==> src/rtl/variable_delay_line.sv <==
// Runtime-programmable fixed-latency delay built on a circular buffer with a FILL/RUN priming FSM.
// Optional feature macro VDL_DROP_COUNT_EN adds a saturating drop_count of in-flight samples abandoned by delay_load.
module variable_delay_line #(
  parameter int WIDTH         = 8,
  parameter int MAX_DELAY     = 16,
  parameter int DEFAULT_DELAY = 4
) (
  input  logic                               clk_in,
  input  logic                               rst_in,
  input  logic                               in_valid,
  input  logic [WIDTH-1:0]                   in_data,
  input  logic [$clog2(MAX_DELAY+1)-1:0]     delay_in,
  input  logic                               delay_load,
  output logic                               out_valid,
  output logic [WIDTH-1:0]                   out_data,
  output logic                               primed,
  output logic [$clog2(MAX_DELAY+1)-1:0]     cur_delay
`ifdef VDL_DROP_COUNT_EN
  ,
  output logic [15:0]                        drop_count
`endif
);

  localparam int DW = $clog2(MAX_DELAY + 1);
  localparam int PW = $clog2(MAX_DELAY);
  localparam logic [DW-1:0] MAX_D     = DW'(MAX_DELAY);
  localparam logic [DW-1:0] DEF_D     = DW'(DEFAULT_DELAY);
  localparam logic [PW-1:0] LAST_SLOT = PW'(MAX_DELAY - 1);
  localparam logic [DW:0]   DEPTH_X   = (DW+1)'(MAX_DELAY);

  typedef enum logic [0:0] {
    ST_FILL = 1'b0,
    ST_RUN  = 1'b1
  } state_t;

  function automatic logic [DW-1:0] clamp_delay(input logic [DW-1:0] req);
    logic [DW-1:0] res;
    if (req == '0) begin
      res = DW'(1);
    end else if (req > MAX_D) begin
      res = MAX_D;
    end else begin
      res = req;
    end
    return res;
  endfunction

  state_t               state_q, state_d;
  logic [PW-1:0]        wr_ptr_q, wr_ptr_d;
  logic [DW-1:0]        fill_cnt_q, fill_cnt_d;
  logic [DW-1:0]        cur_delay_q, cur_delay_d;
  logic                 out_valid_q, out_valid_d;
  logic [WIDTH-1:0]     out_data_q, out_data_d;
  logic [MAX_DELAY-1:0] vld_q, vld_d;
  logic [WIDTH-1:0]     mem_q [MAX_DELAY];
  logic [DW:0]          rd_sum_s;
  logic [PW-1:0]        rd_slot_s;

  // Read slot trails the write pointer by the delay in force, modulo buffer depth.
  always_comb begin
    rd_sum_s = (DW+1)'(wr_ptr_q) + DEPTH_X - {1'b0, cur_delay_q};
    if (rd_sum_s >= DEPTH_X) begin
      rd_slot_s = PW'(rd_sum_s - DEPTH_X);
    end else begin
      rd_slot_s = PW'(rd_sum_s);
    end
  end

  // Next-state: pointer advance, valid-bit write, FILL/RUN sequencing and gated output data.
  always_comb begin
    state_d     = state_q;
    fill_cnt_d  = fill_cnt_q;
    cur_delay_d = cur_delay_q;
    wr_ptr_d    = (wr_ptr_q == LAST_SLOT) ? '0 : wr_ptr_q + PW'(1);
    vld_d       = vld_q;
    vld_d[wr_ptr_q] = in_valid;

    if (delay_load) begin
      // A reload always restarts priming, even on the final FILL cycle or with an unchanged delay.
      cur_delay_d = clamp_delay(delay_in);
      fill_cnt_d  = '0;
      state_d     = ST_FILL;
    end else begin
      case (state_q)
        ST_FILL: begin
          if (fill_cnt_q == cur_delay_q - DW'(1)) begin
            state_d    = ST_RUN;
            fill_cnt_d = '0;
          end else begin
            fill_cnt_d = fill_cnt_q + DW'(1);
          end
        end
        ST_RUN: begin
          state_d = ST_RUN;
        end
        default: begin
          state_d    = ST_FILL;
          fill_cnt_d = '0;
        end
      endcase
    end

    if (state_d == ST_RUN) begin
      out_valid_d = vld_q[rd_slot_s];
      out_data_d  = mem_q[rd_slot_s];
    end else begin
      out_valid_d = 1'b0;
      out_data_d  = '0;
    end
  end

  // Control state, valid bits and registered outputs.
  always_ff @(posedge clk_in or posedge rst_in) begin
    if (rst_in) begin
      state_q     <= ST_FILL;
      wr_ptr_q    <= '0;
      fill_cnt_q  <= '0;
      cur_delay_q <= DEF_D;
      vld_q       <= '0;
      out_valid_q <= 1'b0;
      out_data_q  <= '0;
    end else begin
      state_q     <= state_d;
      wr_ptr_q    <= wr_ptr_d;
      fill_cnt_q  <= fill_cnt_d;
      cur_delay_q <= cur_delay_d;
      vld_q       <= vld_d;
      out_valid_q <= out_valid_d;
      out_data_q  <= out_data_d;
    end
  end

  // Payload storage; written every cycle, contents never need a reset.
  always_ff @(posedge clk_in) begin
    mem_q[wr_ptr_q] <= in_data;
  end

  assign out_valid = out_valid_q;
  assign out_data  = out_data_q;
  assign primed    = (state_q == ST_RUN);
  assign cur_delay = cur_delay_q;

`ifdef VDL_DROP_COUNT_EN
  function automatic logic [PW-1:0] slot_at_age(input logic [PW-1:0] ptr, input int age);
    int idx;
    idx = int'(ptr) - age;
    if (idx < 0) begin
      idx = idx + MAX_DELAY;
    end else begin
      idx = idx;
    end
    return PW'(idx);
  endfunction

  logic [15:0]   drop_q, drop_d, drop_inc_s;
  logic [16:0]   drop_sum_s;
  logic [DW-1:0] new_delay_s;

  // Samples aged between the new and the old delay at a reload are skipped by the new read slot.
  always_comb begin
    new_delay_s = clamp_delay(delay_in);
    drop_inc_s  = 16'd0;
    for (int a = 1; a < MAX_DELAY; a++) begin
      if (delay_load && (a >= int'(new_delay_s)) && (a < int'(cur_delay_q)) &&
          ((state_q == ST_RUN) || (a <= int'(fill_cnt_q) + 1)) &&
          vld_q[slot_at_age(wr_ptr_q, a)]) begin
        drop_inc_s = drop_inc_s + 16'd1;
      end else begin
        drop_inc_s = drop_inc_s;
      end
    end
    drop_sum_s = {1'b0, drop_q} + {1'b0, drop_inc_s};
    if (drop_sum_s[16]) begin
      drop_d = 16'hFFFF;
    end else begin
      drop_d = drop_sum_s[15:0];
    end
  end

  // Saturating drop counter register.
  always_ff @(posedge clk_in or posedge rst_in) begin
    if (rst_in) begin
      drop_q <= 16'd0;
    end else begin
      drop_q <= drop_d;
    end
  end

  assign drop_count = drop_q;
`endif

endmodule

==> config.mk <==
export PLATFORM = sky130hd
export DESIGN_NAME = variable_delay_line
export DESIGN_NICKNAME = d
export VERILOG_FILES = /design/src/rtl/variable_delay_line.sv
export SDC_FILE = /design/constraint.sdc
export NUM_CORES = 1
export LEC_CHECK = 0
export CAP_MARGIN = 25
export CORE_UTILIZATION = 46
export CTS_CLUSTER_SIZE = 28
export DETAILED_ROUTE_END_ITERATION = 12
export HOLD_SLACK_MARGIN = 0.02
export PLACE_DENSITY_LB_ADDON = 0.25
export SKIP_LAST_GASP = 1
export SYNTH_ARGS = -nofsm -noshare
export SYNTH_HDL_FRONTEND = slang
export SYNTH_SLANG_ARGS = --single-unit
==> constraint.sdc <==
create_clock -name clk_in -period 3 [get_ports clk_in]
set_clock_uncertainty 0.05 [all_clocks]
set_input_delay 0.6 -clock clk_in [delete_from_list [all_inputs] [get_ports clk_in]]
set_output_delay 0.6 -clock clk_in [all_outputs]
set_load 0.02 [all_outputs]
==> metrics.csv <==
metric;value;unit
outcome;complete, but fails checks;
violated checks;design-rule violations;
clk_lat worst skew;0.43;ns
R2R cell count;10;
f_max;0.345;GHz
Vias;3716;
Critical Path Fanout Max;6;
Period minus WS final;2.90;ns
GR Layer Usage met3;4.96;%
DR WL/cell;23.1;um
CTS tree;yes;
GR peak layer;met2;
Worst path max stage delay;0.56;ns
total congestion overflow;0;
met1 Usage GRT;27.5;%
worst r2r src;wr_ptr_q[0];
pin count of the biggest net entering global routing;37;
worst setup path class;flop to flop;
core area;14600;sq um
Tot Pwr;5.21;mW
area of the mapped netlist;6980;sq um
initial antenna violation count;0;
Post-Route WL;14.8;mm
CTS Hold Bufs;0;
Synth Instances;388;
Yosys cell types;40;
hold_ws;0.395;ns
via/cell ratio;5.82;
I/O pins;32;
Max VDD drop;419;uV
Slowest-stage cell, CP;fa_2;
Max-cap violations;0;
RR Endpoint;out_data[7];
# Post-CTS Setup Buffers;0;
Finished Core Util;56.1;%
CP Launch Point;wr_ptr_q[0];
RSZ-0062 raised after global routing;yes;
Sink Count;168;
final period utilization;96.7;%
HPWL Detailed;9.32;mm
synth-to-layout area growth;17.7;%
GP Congestion;0.754;
# rows;44;
FF+latch count, synth;168;
GR Util met2;33.1;%
NumNets Final;469;
most frequent cells in the layout;128 x edfxtp_1, 39 x dfrtp_1, 32 x mux4_2;
CP arrival;3.14;ns
slew margin rel.;55.2;%
port buffer count;31;
Final ANT Viol Nets;0;
crit end category;flop;
Total GRT Usage;20.5;%
Max Transition Viols Final;0;
CTS H-tree lvls;4;
placed cell area;7610;sq um
Clock Tree Root;clkbuf_16;
first-pass GRT wire length;23.0;mm
layout cell share with drive strength beyond 1;24.8;%
flop-to-flop setup slack;0.1;ns
Die H;125;um
Setup-failing EPs final;0;
Seq/Total Area, Yosys;69.4;%
Static Leak;2.85;nW
syn avg cell area;18.0;sq um
PwrDens;634;nW/um^2
diode count;0;
commonest non-fill, non-tap cell in the layout;edfxtp_1;
Least-Margin Pin Slew;0.672;ns
Synthesis Warnings;0;
HP Class;input port to async pin;
final setup TNS;0;ns
clock buffer depth;2;
Final Hold Viols;0;
die area;15700;sq um
Reg clk slew, reported paths;0.07;ns
clock buffers created by TritonCTS;17;
Critical Path Source Type;flop;
initial DRC count;321;
DRT Pass-1 Iters;8;
initial core utilization;47.7;%
crit path cell chain;inv_1 -> ha_1 -> inv_1 -> fa_2 -> buf_4 -> mux4_2 -> nor2b_1 -> a2111oi_0 -> buf_4 -> nor3_1;
Post-Layout Inst Area;8220;sq um
syn_nets;415;
required time of the worst setup path;3.24;ns
post-route DRC violation count;2;
Die X;125;um
vias in the first global route;3944;
power by group:
group	leakage [nW]	internal [mW]	total, mW	switching, mW
logic	0.906	0.253	0.521	0.268
clock network	0.280	1.18	2.11	0.932
registers	1.67	2.54	2.58	0.0349
total	2.85	3.98	5.21	1.24
metal layers:
layer  up-vias  part of all wire (%)
met3        21                   4.7
met1      1948                    44
met4         0                   1.4
met2       101                    50
met5         -                     0
li1       1646                     -
cells in the mapped netlist, drive strengths merged:
cell     count  area [sq um]
o21ai        9          45.0
fa           1          20.0
nand4bb      1          11.3
a2111oi      9          78.8
a21boi       1          7.51
o21a         1          7.51
dfstp        1          26.3
nor2         5          18.8
ha           9           113
o311ai       1          16.3
and2        12          75.1
nand3b       1          7.51
dfrtp       39           976
edfxtp     128          3840
nand3        6          30.0
and3         4          25.0
buf         12           101
nor2b       23           144
a21o         1          7.51
inv         11          41.3
a221oi       9          78.8
nand2b       1          6.26
a211oi       1          12.5
a31oi        2          12.5
a22o         1          8.76
nor3        14          70.1
clkbuf       6          23.8
nand2       11          41.3
nor3b        1          7.51
xor2         6          52.6
xnor2        4          35.0
a21oi        4          20.0
mux2        17           191
mux4        36           826
critical path: cells and delay by family (launching register included):
kind,cells,cell delay (ns)
AND/OR/NAND/NOR,2,0.17
buffers and inverters,4,0.52
AO/OA/AOI/OAI,1,0.41
multiplexers,1,0.51
flip-flops,1,0.38
adder cells (fa/ha/maj),2,0.72
flip-flops by register name, indices dropped and copies added, names as in the netlist:
signal / cells
out_valid: 1
out_data: 8
fill_cnt_q: 5
mem_q: 128
primed: 1
cur_delay: 5
wr_ptr_q: 4
vld_q: 16
what timing repair did:
| action | in CTS | in global routing |
|---|---|---|
| cloned | 0 | 0 |
| pin swaps | 0 | 1 |
| setup endpoints to repair | 1 | 9 |
| gates resized for setup | 1 | 9 |
per-stage QoR:
step / cells / setup WS (ns)
finish: 639 / 0.0998
floorplan: 388 / 0.259
detailed placement: 607 / 0.0307
global placement: 607 / 0.0754
global route: 639 / -0.0383
CTS: 639 / 0.00906
logic make-up (layout without fill, tap and decap cells):
group | count (synthesis) | after routing | synth area share, %
adder cells (fa/ha/maj) | 10 | 10 | 1.90
AND/OR/NAND/NOR | 79 | 79 | 6.25
multiplexers | 53 | 53 | 14.6
XOR/XNOR | 10 | 10 | 1.25
buffers and inverters | 29 | 96 | 2.38
flip-flops | 168 | 168 | 69.4
AO/OA/AOI/OAI | 39 | 39 | 4.23
how the worst max path moves through the flow:
stage                   to  slack (ns)
2_1_floorplan  out_data[0]        0.26
3_3_place_gp   out_data[0]        0.08
3_5_place_dp   out_data[0]        0.03
4_1_cts        out_data[0]       0.009
5_1_grt        out_data[3]       -0.04
6_report       out_data[7]         0.1
final cells by class:
class / instances / area, sq um
clock buffers: 18 / 439
clock inverters: 14 / 136
fillers: 1096 / 6430
inverters: 11 / 41.3
multi-input cells: 191 / 2010
flip-flops and latches: 168 / 4850
well taps: 184 / 230
repair buffers: 53 / 517
Power figures use the tool's default switching activity.
==> RTL change: new RTL, same settings <==
The option `VDL_DROP_COUNT_EN` is turned on by a define.
--- a/src/rtl/variable_delay_line.sv
+++ b/src/rtl/variable_delay_line.sv
@@ -1,5 +1,7 @@
 // Runtime-programmable fixed-latency delay built on a circular buffer with a FILL/RUN priming FSM.
 // Optional feature macro VDL_DROP_COUNT_EN adds a saturating drop_count of in-flight samples abandoned by delay_load.
+`define VDL_DROP_COUNT_EN
+
 module variable_delay_line #(
   parameter int WIDTH         = 8,
   parameter int MAX_DELAY     = 16,
Formal check against the unedited RTL (old outputs only; new: drop_count): equivalent (Yosys induction, for registers that start in step).
==> RTL change against the unedited design <==
The run ends with setup timing left. Power grew 38%. Setup slack lost 8.3 ns. Sequential cell count grew 16. Critical path depth grew 50. Global-route usage grew 3.3 points. Area after synthesis grew 60%. Critical endpoint is now drop_count[1]. Routed wire length grew 95%. Final area grew 86%.
==> RTL change: results (changes against the unedited design) <==
stage;metric;value;unit;change
finish;FFs & Latches;184;;was 168
finish;Post-Layout Cell Count;1515;;was 639
finish;fin nets;1252;;was 469
setup_path;Setup crit start;wr_ptr_q[1];;was wr_ptr_q[0]
pwr;Power Density;473;mW/mm2;was 634 mW/mm2
place;IO buf count;47;;was 31
pwr;clock power share;33.1;%;was 40.5%
outcome;status;finished with violations;;unchanged
setup_path;Crit path arrival time;11.47;ns;was 3.14 ns
finish;Inverters;49;;was 11
finish;clkbuf count;17;;was 18
detailed_routing;Vias/cell;5.42;;was 5.82
finish;Largest cell class;multi-input gates;;was sequential cells
finish;comb_multi_in;580;;was 191
finish;share of layout cells above drive strength 1;44.3;%;was 24.8%
sta;Fin Setup TNS;-130.80;ns;was 0 ns
synth;Synth Area in Adders;6.14;%;was 1.90%
outcome;violated checks;setup timing;;was DRC
synth;Yosys cell types;87;;was 40
sta;final worst slack;-8.19;ns;was 0.0998 ns
synth;Synth Area in XOR/XNOR;7.90;%;was 1.25%
place;gpl congestion;0.978;;was 0.754
finish;Non-clock buffer share;18.6;%;was 6.29%
synth;synthesized cell area;0.0112;mm2;was 0.00698 mm2
synth;compound-cell area share of the yosys netlist;8.99;%;was 4.23%
synth;top cells by count, synth;edfxtp_1, mux4_2, dfrtp_1, ha_1, inv_1;;was edfxtp_1, dfrtp_1, mux4_2, nor2b_1, mux2_2
global_route;vias in the first global route;8238;;was 3944
finish;clk tree area frac;4.20;%;was 7.00%
pwr;Pleak;6.22;nW;was 2.85 nW
global_route;Overall Global Routing Usage;23.8;%;was 20.5%
pwr;Worst VDD drop;0.000380;V;was 0.000419 V
clocking;clk_lat worst skew;0.45;ns;was 0.43 ns
synth;register area share after synthesis;46.9;%;was 69.4%
place;dpl hpwl;20300;um;was 9320 um
place;dpl ws;-8.35;ns;was 0.0307 ns
pwr;combinational share of power;26.8;%;was 10.0%
synth;Mean Syn Cell Area;13.3;um2;was 18.0 um2
synth;largest cells by area after synthesis;edfxtp_1, dfrtp_1, mux4_2;;unchanged
finish;multi-input combinational cell area;0.00595;mm2;was 0.00201 mm2
detailed_routing;DRT Pass-1 Iters;5;;was 8
detailed_routing;final wirelength;28800;um;was 14800 um
finish;count of plain and timing-repair buffers;351;;was 53
synth;mux contribution to synthesized area;18.4;%;was 14.6%
finish;Layout fillers;1792;;was 1096
sta;slew margin rel.;57.9;%;was 55.2%
finish;Seq/total area;34.4;%;was 59.0%
clocking;post-cts resize count;19;;was 1
pwr;Pint;5.00;mW;was 3.98 mW
sta;# setup viols final;16;;was 0
global_route;first-pass GRT wire length;44400;um;was 23000 um
place;# placed instances;1440;;was 607
setup_path;r2r worst-path depth;60;;was 10
clocking;Setup Fix Bufs, Post-CTS;35;;was 0
setup_path;max incr delay on CP;0.58;ns;was 0.56 ns
pwr;Sw Pwr;2.22;mW;was 1.24 mW
detailed_routing;initial drt markers;558;;was 321
## RTL change: cell types whose count changed after synthesis, sizes merged, moves of 14 or more
cell    change
inv        +38
mux2i      +34
xnor2      +46
dfrtp      +16
xor2       +14
a211oi     +19
mux4       +25
a21oi      +30
nand2      +37
clkbuf     +16
ha         +41
nor2       +26
## RTL change: layer usage
layer,track usage (%),vias up,routed length (um)
met5,0,-,0
met4,6.91,0,784
met3,4.00,55,1330
met2,40.4,207,14300
met1,31.4,4074,12400
li1,-,3879,-
## RTL change: worst max-delay path: cells and delay by family, from the launching register on
| kind | cells | cell delay (ns) |
|---|---|---|
| mux | 8 | 2.46 |
| fa+ha+maj | 14 | 3.50 |
| simple gates | 11 | 1.46 |
| buf+inv | 9 | 0.77 |
| flops | 1 | 0.39 |
| compound gates | 16 | 2.17 |
| xor+xnor | 2 | 0.28 |
